<file path="src/rtl/id_ex_operand_stage_pkg.sv">
// Shared datapath definitions for the ID/EX operand stage: widths, ALU select codes
// and the forwarding-source encoding reported on ex_fwd_a / ex_fwd_b.
package id_ex_operand_stage_pkg;

  localparam int DATA_WIDTH   = 32;
  localparam int SELECT_WIDTH = 3;
  localparam int REG_ADDR_W   = 5;

  localparam logic [2:0] ALU_NOT  = 3'b000;
  localparam logic [2:0] ALU_PASS = 3'b001;
  localparam logic [2:0] ALU_OR   = 3'b011;
  localparam logic [2:0] ALU_AND  = 3'b100;
  localparam logic [2:0] ALU_ADD  = 3'b101;
  localparam logic [2:0] ALU_SUB  = 3'b110;
  localparam logic [2:0] ALU_SLT  = 3'b111;

  typedef enum logic [1:0] {
    FWD_REG = 2'b00,
    FWD_WB  = 2'b01,
    FWD_MEM = 2'b10
  } fwd_src_e;

endpackage

</file>
<file path="src/rtl/id_ex_operand_stage_if.sv">
// Bus between decode/writeback logic and the ID/EX operand stage.
interface id_ex_operand_stage_if
  import id_ex_operand_stage_pkg::*;
#(
  parameter int DW = DATA_WIDTH,
  parameter int SW = SELECT_WIDTH,
  parameter int AW = REG_ADDR_W
);
  // Handshake: no ready signal. stall is the only back-pressure: while it is high the
  // stage ignores id_* and holds its contents; id_valid qualifies the decode slot and
  // ex_valid qualifies the EX slot. flush kills the slot entering EX and beats stall.
  logic          stall;
  logic          flush;
  logic          id_valid;
  logic [AW-1:0] id_rs_addr;
  logic [AW-1:0] id_rt_addr;
  logic [DW-1:0] id_rs_data;
  logic [DW-1:0] id_rt_data;
  logic [DW-1:0] id_imm;
  logic          id_use_imm;
  logic [SW-1:0] id_alu_sel;
  logic [AW-1:0] id_rd_addr;
  logic          id_reg_write;
  logic          mem_reg_write;
  logic [AW-1:0] mem_rd_addr;
  logic [DW-1:0] mem_result;
  logic          wb_reg_write;
  logic [AW-1:0] wb_rd_addr;
  logic [DW-1:0] wb_result;
  logic          ex_valid;
  logic [DW-1:0] ex_in1;
  logic [DW-1:0] ex_in2;
  logic [SW-1:0] ex_alu_sel;
  logic [AW-1:0] ex_rd_addr;
  logic          ex_reg_write;
  logic [1:0]    ex_fwd_a;
  logic [1:0]    ex_fwd_b;

  modport master (
    output stall, flush, id_valid, id_rs_addr, id_rt_addr, id_rs_data, id_rt_data,
           id_imm, id_use_imm, id_alu_sel, id_rd_addr, id_reg_write,
           mem_reg_write, mem_rd_addr, mem_result, wb_reg_write, wb_rd_addr, wb_result,
    input  ex_valid, ex_in1, ex_in2, ex_alu_sel, ex_rd_addr, ex_reg_write, ex_fwd_a, ex_fwd_b
  );

  modport slave (
    input  stall, flush, id_valid, id_rs_addr, id_rt_addr, id_rs_data, id_rt_data,
           id_imm, id_use_imm, id_alu_sel, id_rd_addr, id_reg_write,
           mem_reg_write, mem_rd_addr, mem_result, wb_reg_write, wb_rd_addr, wb_result,
    output ex_valid, ex_in1, ex_in2, ex_alu_sel, ex_rd_addr, ex_reg_write, ex_fwd_a, ex_fwd_b
  );
endinterface

</file>
<file path="src/rtl/id_ex_operand_stage_fwd_mux.sv">
// One operand's forwarding mux: MEM beats WB beats the registered read; r0 never forwards.
module id_ex_operand_stage_fwd_mux
  import id_ex_operand_stage_pkg::*;
#(
  parameter int DW = DATA_WIDTH,
  parameter int AW = REG_ADDR_W
) (
  input  logic [AW-1:0] addr,
  input  logic [DW-1:0] reg_data,
  input  logic          mem_reg_write,
  input  logic [AW-1:0] mem_rd_addr,
  input  logic [DW-1:0] mem_result,
  input  logic          wb_reg_write,
  input  logic [AW-1:0] wb_rd_addr,
  input  logic [DW-1:0] wb_result,
  output logic [DW-1:0] value,
  output logic [1:0]    src
);
  logic mem_hit;
  logic wb_hit;

  assign mem_hit = mem_reg_write && (mem_rd_addr != '0) && (mem_rd_addr == addr);
  assign wb_hit  = wb_reg_write  && (wb_rd_addr  != '0) && (wb_rd_addr  == addr);

  always_comb begin
    value = reg_data;
    src   = FWD_REG;
    if (mem_hit) begin
      value = mem_result;
      src   = FWD_MEM;
    end else if (wb_hit) begin
      value = wb_result;
      src   = FWD_WB;
    end
  end
endmodule

</file>
<file path="src/rtl/id_ex_operand_stage.sv">
// ID/EX pipeline register with MEM/WB operand forwarding feeding the ALU inputs.
module id_ex_operand_stage
  import id_ex_operand_stage_pkg::*;
#(
  parameter int DATA_WIDTH   = id_ex_operand_stage_pkg::DATA_WIDTH,
  parameter int SELECT_WIDTH = id_ex_operand_stage_pkg::SELECT_WIDTH,
  parameter int REG_ADDR_W   = id_ex_operand_stage_pkg::REG_ADDR_W
) (
  input logic                 clk,
  input logic                 rst_n,
  id_ex_operand_stage_if.slave bus
);
  logic                    valid_q;
  logic [REG_ADDR_W-1:0]   rs_addr_q;
  logic [REG_ADDR_W-1:0]   rt_addr_q;
  logic [DATA_WIDTH-1:0]   rs_data_q;
  logic [DATA_WIDTH-1:0]   rt_data_q;
  logic [DATA_WIDTH-1:0]   imm_q;
  logic                    use_imm_q;
  logic [SELECT_WIDTH-1:0] alu_sel_q;
  logic [REG_ADDR_W-1:0]   rd_addr_q;
  logic                    reg_write_q;
  logic [DATA_WIDTH-1:0]   fwd_a_val;
  logic [DATA_WIDTH-1:0]   fwd_b_val;
  logic [1:0]              fwd_a_src;
  logic [1:0]              fwd_b_src;
  logic                    wb_refresh_rs;
  logic                    wb_refresh_rt;

  // While stalled, absorb a retiring WB write into the held operand so it is not lost.
  assign wb_refresh_rs = bus.wb_reg_write && (bus.wb_rd_addr != '0) && (bus.wb_rd_addr == rs_addr_q);
  assign wb_refresh_rt = bus.wb_reg_write && (bus.wb_rd_addr != '0) && (bus.wb_rd_addr == rt_addr_q);

  always_ff @(posedge clk or negedge rst_n) begin
    if (!rst_n) begin
      valid_q     <= 1'b0;
      rs_addr_q   <= '0;
      rt_addr_q   <= '0;
      rs_data_q   <= '0;
      rt_data_q   <= '0;
      imm_q       <= '0;
      use_imm_q   <= 1'b0;
      alu_sel_q   <= '0;
      rd_addr_q   <= '0;
      reg_write_q <= 1'b0;
    end else if (bus.stall) begin
      if (bus.flush) valid_q <= 1'b0;
      if (wb_refresh_rs) rs_data_q <= bus.wb_result;
      if (wb_refresh_rt) rt_data_q <= bus.wb_result;
    end else begin
      valid_q     <= bus.id_valid & ~bus.flush;
      rs_addr_q   <= bus.id_rs_addr;
      rt_addr_q   <= bus.id_rt_addr;
      rs_data_q   <= bus.id_rs_data;
      rt_data_q   <= bus.id_rt_data;
      imm_q       <= bus.id_imm;
      use_imm_q   <= bus.id_use_imm;
      alu_sel_q   <= bus.id_alu_sel;
      rd_addr_q   <= bus.id_rd_addr;
      reg_write_q <= bus.id_reg_write;
    end
  end

  id_ex_operand_stage_fwd_mux #(.DW(DATA_WIDTH), .AW(REG_ADDR_W)) u_fwd_a (
    .addr(rs_addr_q), .reg_data(rs_data_q),
    .mem_reg_write(bus.mem_reg_write), .mem_rd_addr(bus.mem_rd_addr), .mem_result(bus.mem_result),
    .wb_reg_write(bus.wb_reg_write), .wb_rd_addr(bus.wb_rd_addr), .wb_result(bus.wb_result),
    .value(fwd_a_val), .src(fwd_a_src)
  );

  id_ex_operand_stage_fwd_mux #(.DW(DATA_WIDTH), .AW(REG_ADDR_W)) u_fwd_b (
    .addr(rt_addr_q), .reg_data(rt_data_q),
    .mem_reg_write(bus.mem_reg_write), .mem_rd_addr(bus.mem_rd_addr), .mem_result(bus.mem_result),
    .wb_reg_write(bus.wb_reg_write), .wb_rd_addr(bus.wb_rd_addr), .wb_result(bus.wb_result),
    .value(fwd_b_val), .src(fwd_b_src)
  );

  assign bus.ex_valid     = valid_q;
  assign bus.ex_in1       = fwd_a_val;
  assign bus.ex_in2       = use_imm_q ? imm_q : fwd_b_val;
  assign bus.ex_alu_sel   = alu_sel_q;
  assign bus.ex_rd_addr   = rd_addr_q;
  assign bus.ex_reg_write = reg_write_q & valid_q;
  assign bus.ex_fwd_a     = fwd_a_src;
  assign bus.ex_fwd_b     = use_imm_q ? 2'(FWD_REG) : fwd_b_src;
endmodule
</file>
<file path="src/flat_wrapper.sv">
// flat-port wrapper written by rule: the top's interface ports become plain ports
module id_ex_operand_stage_flat import id_ex_operand_stage_pkg::*;
#(
  parameter int DATA_WIDTH   = id_ex_operand_stage_pkg::DATA_WIDTH,
  parameter int SELECT_WIDTH = id_ex_operand_stage_pkg::SELECT_WIDTH,
  parameter int REG_ADDR_W   = id_ex_operand_stage_pkg::REG_ADDR_W
)
  (clk, rst_n, bus_stall, bus_flush, bus_id_valid, bus_id_rs_addr, bus_id_rt_addr, bus_id_rs_data, bus_id_rt_data, bus_id_imm, bus_id_use_imm, bus_id_alu_sel, bus_id_rd_addr, bus_id_reg_write, bus_mem_reg_write, bus_mem_rd_addr, bus_mem_result, bus_wb_reg_write, bus_wb_rd_addr, bus_wb_result, bus_ex_valid, bus_ex_in1, bus_ex_in2, bus_ex_alu_sel, bus_ex_rd_addr, bus_ex_reg_write, bus_ex_fwd_a, bus_ex_fwd_b);
  id_ex_operand_stage_if bus_i ();
  input logic clk;
  input logic rst_n;
  input wire logic [$bits(bus_i.stall)-1:0] bus_stall;
  input wire logic [$bits(bus_i.flush)-1:0] bus_flush;
  input wire logic [$bits(bus_i.id_valid)-1:0] bus_id_valid;
  input wire logic [$bits(bus_i.id_rs_addr)-1:0] bus_id_rs_addr;
  input wire logic [$bits(bus_i.id_rt_addr)-1:0] bus_id_rt_addr;
  input wire logic [$bits(bus_i.id_rs_data)-1:0] bus_id_rs_data;
  input wire logic [$bits(bus_i.id_rt_data)-1:0] bus_id_rt_data;
  input wire logic [$bits(bus_i.id_imm)-1:0] bus_id_imm;
  input wire logic [$bits(bus_i.id_use_imm)-1:0] bus_id_use_imm;
  input wire logic [$bits(bus_i.id_alu_sel)-1:0] bus_id_alu_sel;
  input wire logic [$bits(bus_i.id_rd_addr)-1:0] bus_id_rd_addr;
  input wire logic [$bits(bus_i.id_reg_write)-1:0] bus_id_reg_write;
  input wire logic [$bits(bus_i.mem_reg_write)-1:0] bus_mem_reg_write;
  input wire logic [$bits(bus_i.mem_rd_addr)-1:0] bus_mem_rd_addr;
  input wire logic [$bits(bus_i.mem_result)-1:0] bus_mem_result;
  input wire logic [$bits(bus_i.wb_reg_write)-1:0] bus_wb_reg_write;
  input wire logic [$bits(bus_i.wb_rd_addr)-1:0] bus_wb_rd_addr;
  input wire logic [$bits(bus_i.wb_result)-1:0] bus_wb_result;
  output wire logic [$bits(bus_i.ex_valid)-1:0] bus_ex_valid;
  output wire logic [$bits(bus_i.ex_in1)-1:0] bus_ex_in1;
  output wire logic [$bits(bus_i.ex_in2)-1:0] bus_ex_in2;
  output wire logic [$bits(bus_i.ex_alu_sel)-1:0] bus_ex_alu_sel;
  output wire logic [$bits(bus_i.ex_rd_addr)-1:0] bus_ex_rd_addr;
  output wire logic [$bits(bus_i.ex_reg_write)-1:0] bus_ex_reg_write;
  output wire logic [$bits(bus_i.ex_fwd_a)-1:0] bus_ex_fwd_a;
  output wire logic [$bits(bus_i.ex_fwd_b)-1:0] bus_ex_fwd_b;
  assign bus_i.stall = bus_stall;
  assign bus_i.flush = bus_flush;
  assign bus_i.id_valid = bus_id_valid;
  assign bus_i.id_rs_addr = bus_id_rs_addr;
  assign bus_i.id_rt_addr = bus_id_rt_addr;
  assign bus_i.id_rs_data = bus_id_rs_data;
  assign bus_i.id_rt_data = bus_id_rt_data;
  assign bus_i.id_imm = bus_id_imm;
  assign bus_i.id_use_imm = bus_id_use_imm;
  assign bus_i.id_alu_sel = bus_id_alu_sel;
  assign bus_i.id_rd_addr = bus_id_rd_addr;
  assign bus_i.id_reg_write = bus_id_reg_write;
  assign bus_i.mem_reg_write = bus_mem_reg_write;
  assign bus_i.mem_rd_addr = bus_mem_rd_addr;
  assign bus_i.mem_result = bus_mem_result;
  assign bus_i.wb_reg_write = bus_wb_reg_write;
  assign bus_i.wb_rd_addr = bus_wb_rd_addr;
  assign bus_i.wb_result = bus_wb_result;
  assign bus_ex_valid = bus_i.ex_valid;
  assign bus_ex_in1 = bus_i.ex_in1;
  assign bus_ex_in2 = bus_i.ex_in2;
  assign bus_ex_alu_sel = bus_i.ex_alu_sel;
  assign bus_ex_rd_addr = bus_i.ex_rd_addr;
  assign bus_ex_reg_write = bus_i.ex_reg_write;
  assign bus_ex_fwd_a = bus_i.ex_fwd_a;
  assign bus_ex_fwd_b = bus_i.ex_fwd_b;
  id_ex_operand_stage #(.DATA_WIDTH(DATA_WIDTH), .SELECT_WIDTH(SELECT_WIDTH), .REG_ADDR_W(REG_ADDR_W)) u_core (.clk(clk), .rst_n(rst_n), .bus(bus_i));
endmodule
</file>
<file path="config.mk">
export PLATFORM = sky130hd
export DESIGN_NAME = id_ex_operand_stage_flat
export DESIGN_NICKNAME = d
export VERILOG_FILES = /design/src/rtl/id_ex_operand_stage_pkg.sv /design/src/rtl/id_ex_operand_stage_if.sv /design/src/rtl/id_ex_operand_stage_fwd_mux.sv /design/src/rtl/id_ex_operand_stage.sv /design/src/flat_wrapper.sv
export SDC_FILE = /design/constraint.sdc
export NUM_CORES = 1
export LEC_CHECK = 0
export BUFFER_PORTS_ARGS = -buffer_cell sky130_fd_sc_hd__buf_2
export CAP_MARGIN = 30
export CORE_ASPECT_RATIO = 0.75
export CORE_MARGIN = 2
export CORE_UTILIZATION = 25
export DETAILED_ROUTE_END_ITERATION = 10
export GPL_ROUTABILITY_DRIVEN = 1
export PLACE_DENSITY = 0.52
export SETUP_SLACK_MARGIN = 0.4
export SYNTH_ARGS = -nofsm -noshare
export SYNTH_HDL_FRONTEND = slang
export SYNTH_SLANG_ARGS = --single-unit
</file>
<file path="constraint.sdc">
create_clock -name clk -period 3.2 [get_ports clk]
set_input_delay 0.96 -clock clk [delete_from_list [all_inputs] [get_ports clk]]
set_output_delay 0.96 -clock clk [all_outputs]
set_load 0.02 [all_outputs]
</file>
Word level (Yosys, flattened, before mapping)
Index checks and enable logic that the tools add are counted.
- logic and storage cells: 40
- output and inout bits: 78
- flip-flop bits (word level): 117
- reductions and logical operators: 8
- bitwise operators: 3
- mux-type cells: 14
- equal/unequal tests: 5
- operators by type and width (kind ; count):
    32-bit two-way mux ; 7
    5-bit equality test ; 4
    5-bit nonzero test ; 2
    1-bit logical AND ; 6
    2-bit two-way mux ; 3
    1-bit two-way mux ; 4
    1-bit AND ; 2
    2-bit by 1-bit != test with 1-bit output, second input constant ; 1
    1-bit inverter ; 1

Logic depth before layout (Yosys ltp)
- depth after elaboration: 6
- gate-level depth with buffers: 7
- depth with buffers taken out: 5

Modules after synthesis
A second synthesis with hierarchy kept.
- cells, all modules: 845
- area total of the unflattened synthesis: 8614.5 sq um
- by module, submodules not included (module ; area an instance (sq um) ; instances ; cells an instance ; seq. area each (sq um)):
    id_ex_operand_stage ; 5619.1 ; 1 ; 473 ; 2927.8
    id_ex_operand_stage_fwd_mux ; 1497.7 ; 2 ; 186 ; 0.0

Worst setup path before layout
No wires, ideal clock.
- path type: input -> output
- start point: input port bus_mem_rd_addr[0]
- end point: output port bus_ex_in1[24]
- path buffers: 2
- arrival: 2.448 ns
- stages: 7
- data required time: 2.240 ns
- path slack: -0.208 ns
- cells stage by stage: or4_1 -> o21ai_2 -> or4_4 -> buf_4 -> buf_6 -> nor2_1 -> a21oi_1
- longest elaborated chain between the ends: 4
- ends and longest elaborated chain (what ; RTL line ; RTL):
    start, declared ; flat_wrapper.sv:25 ; input wire logic [$bits(bus_i.mem_rd_addr)-1:0] bus_mem_rd_addr;
    5-bit nonzero test ; id_ex_operand_stage_fwd_mux.sv:22 ; assign mem_hit = mem_reg_write && (mem_rd_addr != '0) && (mem_rd_addr == addr);
    1-bit logical AND ; id_ex_operand_stage_fwd_mux.sv:22 ;
    1-bit logical AND (*) ; id_ex_operand_stage_fwd_mux.sv:22 ;
    32-bit two-way mux (*) ; id_ex_operand_stage_fwd_mux.sv:28 ; if (mem_hit) begin
    end, declared ; flat_wrapper.sv:31 ; output wire logic [$bits(bus_i.ex_in1)-1:0] bus_ex_in1;
Mark *: on every way between the ends. The rest lies on a longest branch, timed or not.

Final worst setup path
- start point: input port bus_wb_rd_addr[4]
- end point: output port bus_ex_in2[9]
- longest elaborated chain between the ends: 6
- ends and longest elaborated chain (what ; RTL line ; RTL):
    start, declared ; flat_wrapper.sv:28 ; input wire logic [$bits(bus_i.wb_rd_addr)-1:0] bus_wb_rd_addr;
    5-bit nonzero test ; id_ex_operand_stage_fwd_mux.sv:23 ; assign wb_hit = wb_reg_write && (wb_rd_addr != '0) && (wb_rd_addr == addr);
    1-bit logical AND ; id_ex_operand_stage_fwd_mux.sv:23 ;
    1-bit logical AND (*) ; id_ex_operand_stage_fwd_mux.sv:23 ;
    32-bit two-way mux (*) ; - ;
    32-bit two-way mux (*) ; id_ex_operand_stage_fwd_mux.sv:28 ;
    32-bit two-way mux (*) ; id_ex_operand_stage.sv:80 ; assign bus.ex_in2 = use_imm_q ? imm_q : fwd_b_val;
    end, declared ; flat_wrapper.sv:32 ; output wire logic [$bits(bus_i.ex_in2)-1:0] bus_ex_in2;
Marks and branches as above.

==> impl_metrics.csv <==
group,metric,value,unit
sta,timing.final.crit_share,117,%
drt,num_vias,5691,
floorplan,core-area,23200,um2
clock_network,cts_hold_buf,0,
synth,synth_area_leader_cell,"dfrtp_1",
job,drv_cap,0,
clock_network,cts_root_buf,"clkbuf_16",
placed_design,place_congestion,0.777,
global_route,grt_overflow,0,
layout,nNetsFinal,1118,
setup_path,crit_chain,"buf_8 > or4_4 > o21ai_4 > buf_6 > nor4_4 > buf_6 > buf_12 > mux2i_1 > buf_4 > o21ai_4 > buf_6",
clock_network,numClockSinks,117,
layout,regArea,2930,um2
floorplan,die_height,138,um
placed_design,io_buffers,274,
setup_path,crit_type,"in2out",
synth,netlist.area_leader.share,48.9,%
setup_path,end_kind,"primary output",
sta,finalHoldViolations,0,
sta,fin_crit,3.73,ns
clock_network,clock_latency,0.42,ns
sta,max-slew-margin-rel,66.2,%
power,leakagePower,4.58,nW
setup_path,critPathSlowestCell,"or4_4",
global_route,grt-busiest-layer,"met2",
layout,utilization,46.4,%
layout,finalInstanceArea,10800,um2
placed_design,placed_cell_area,8810,um2
power,powerDensity,501,nW/um2
drt,drt-vias-per-instance,4.61,
sta,fmax,0.268,GHz
global_route,track_usage,17.3,%
global_route,grt_first_pass_wirelength,33.3,mm
drt,wl_per_cell,18.0,um
floorplan,fp-row-count,48,
setup_path,crit_family,"buffers and inverters",
clock_network,cts_htree_levels,4,
synth,avgSynthCellArea,10.4,um2
floorplan,start_util,25.7,%
outcome,status,"finished, violations left",
setup_path,worst-path-buf-inv,6,
synth,yosysWarnings,0,
sta,setup_viol,67,
drt,remaining_drc_errors,0,
floorplan,design.die.area,25200,um2
global_route,antenna_found_initial,3,
synth,synth_area,5980,um2
synth,syn_nets,772,
synth,ys_types,25,
setup_path,required,2.24,ns
clock_network,cts_made_buffers,17,
global_route,grt_max_degree,64,
drt,first_pass_iters,4,
drt,drt_wl_total,22.2,mm
power,total_power,5.40,mW
clock_network,clk_pin_slew,0.06,ns
synth,syn_inst,575,
sta,setup-tns-final,-31.55,ns
min_path,hold_class,"in2async",
synth,yosysSeqAreaShare,48.9,%
synth,ys_seq_elements,117,
drt,first_iter_violations,243,
outcome,violations,"setup timing",
global_route,use_met2,27.5,%
layout,drive_gt1_share,64.9,%
clock_network,cts_tree,"yes",
sta,setup_slack,-0.528,ns
layout,fillers,2197,
placed_design,hpwl,15.3,mm
setup_path,cp.arrival,2.77,ns
floorplan,ios,275,
global_route,use_met1,22.6,%
power,ir_drop,0.000290,V
layout,multi_input_area,4030,um2
sta,maxSlewViolCount,0,
global_route,use_met3,6.07,%
layout,antennaDiodeCount,0,
setup_path,slowest_delay,0.53,ns
setup_path,startpoint_type,"input port",
sta,rsz0062_at_grt,"yes",
sta,tightest_slew,0.509,ns
floorplan,fp.dieW,183,um
layout,area_delta_synth_final,80.2,%
synth,ys_top_cells_by_area,"dfrtp_1 (49%), mux2i_1 (11%), mux2_2 (9.8%)",
setup_path,worstPathMaxFanout,7,
sta,skew,0.0108,ns
drt,drtAntennaViolNets,0,
placed_design,place_ws,-0.830,ns
global_route,grt_pass1_vias,6017,
setup_path,cpMostUsedCell,"buf_6",
clock_network,cts_buffer_depth,2,
==> cell families (layout without fill, tap and decap cells) <==
logic type / after synthesis / count (layout) / synth area share, %
compound gates: 163 / 163 / 15.3
mux: 117 / 117 / 20.7
flops: 117 / 117 / 48.9
simple gates: 111 / 111 / 8.17
buf+inv: 47 / 406 / 4.06
xor+xnor: 20 / 20 / 2.93
==> layout by cell type, fill, tap and decap left out, types with 9 or more instances in the layout <==
master,instances
buf_12,12
buf_2,205
o21ai_4,31
mux2_2,52
a21oi_2,32
dfrtp_1,116
a22oi_1,23
buf_4,88
xnor2_1,10
a21oi_1,64
mux2i_4,46
a22oi_2,9
mux2i_2,13
nor2_1,97
clkbuf_16,19
buf_6,56
==> worst paths after layout <==
kind	start	to	slack, ns	cells past startpoint
max in group asynchronous	rst_n	u_core.imm_q[20]	1.98	2
setup / recovery	bus_wb_rd_addr[4]	bus_ex_in2[9]	-0.53	11
min in group clk	u_core.bus.ex_rd_addr[4]	u_core.bus.ex_rd_addr[4]	0.50	1
hold reg to reg	u_core.bus.ex_rd_addr[4]	u_core.bus.ex_rd_addr[4]	0.50	1
setup reg to reg	u_core.rs_addr_q[3]	u_core.rs_data_q[18]	1.16	8
hold / removal	rst_n	u_core.bus.ex_alu_sel[0]	0.46	1
==> where the power goes <==
group	internal [mW]	switching (mW)
Clock	1.40	0.735
Combinational	0.789	0.750
Sequential	1.63	0.0979
Total	3.81	1.58
==> final cells by class <==
class	count	area share, %
tap	300	3.48
clock buffer	19	4.11
inverter	3	0.128
clock inverter	13	1.90
sequential	117	27.2
timing repair buffer	371	25.9
multi-input combinational	411	37.3
==> through the flow <==
| stage | hold slack, ns | cells |
|---|---|---|
| after global routing | 0.461 | 1234 |
| after floorplan | 0.471 | 575 |
| final | 0.461 | 1234 |
| after detailed placement | 0.488 | 1181 |
| after CTS | 0.447 | 1225 |
| after global placement | 0.486 | 1181 |
==> per-layer routing <==
layer,routed length (um),part of all wire (%),up-vias
met5,41,0.18,-
met4,185,0.83,6
met3,1880,8.5,20
met2,10200,46,218
met1,9870,45,2701
li1,-,-,2746
==> cells in the mapped netlist, drive strengths merged <==
master and count:
o21ai 34, mux2i 65, xor2 6, nand3 4, clkbuf 30, inv 3
a21oi 96, buf 14, nor4 3, nand2 1, xnor2 14, or4 3
dfrtp 117, and2 2, nor2 98, mux2 52, a22oi 32, o31ai 1
==> sequential cells by signal (all words and copies together), names as in the netlist <==
name	cells
u_core.imm_q	32
u_core.reg_write_q	1
u_core.bus.ex_valid	1
u_core.bus.ex_alu_sel	3
u_core.rs_data_q	32
u_core.rt_data_q	32
u_core.use_imm_q	1
u_core.rt_addr_q	5
u_core.rs_addr_q	5
u_core.bus.ex_rd_addr	5
==> worst reg2reg max path, stage by stage, from the launching register on <==
cell and delay [ns]:
dfrtp_1 0.44, xnor2_2 0.19, nand3_2 0.10, nor4_4 0.30, buf_6 0.21, buf_16 0.19, mux2i_2 0.30, buf_4 0.15
a21oi_1 0.05
==> repair_timing <==
item | 4_1_cts | 5_1_grt
gates resized for setup | 181 | 60
cloned | 4 | 3
pin swaps | 26 | 22
endpoints found under the setup margin | 68 | 68
setup buffers | 8 | 6
Note: power is estimated with default switching activity, not from simulation.
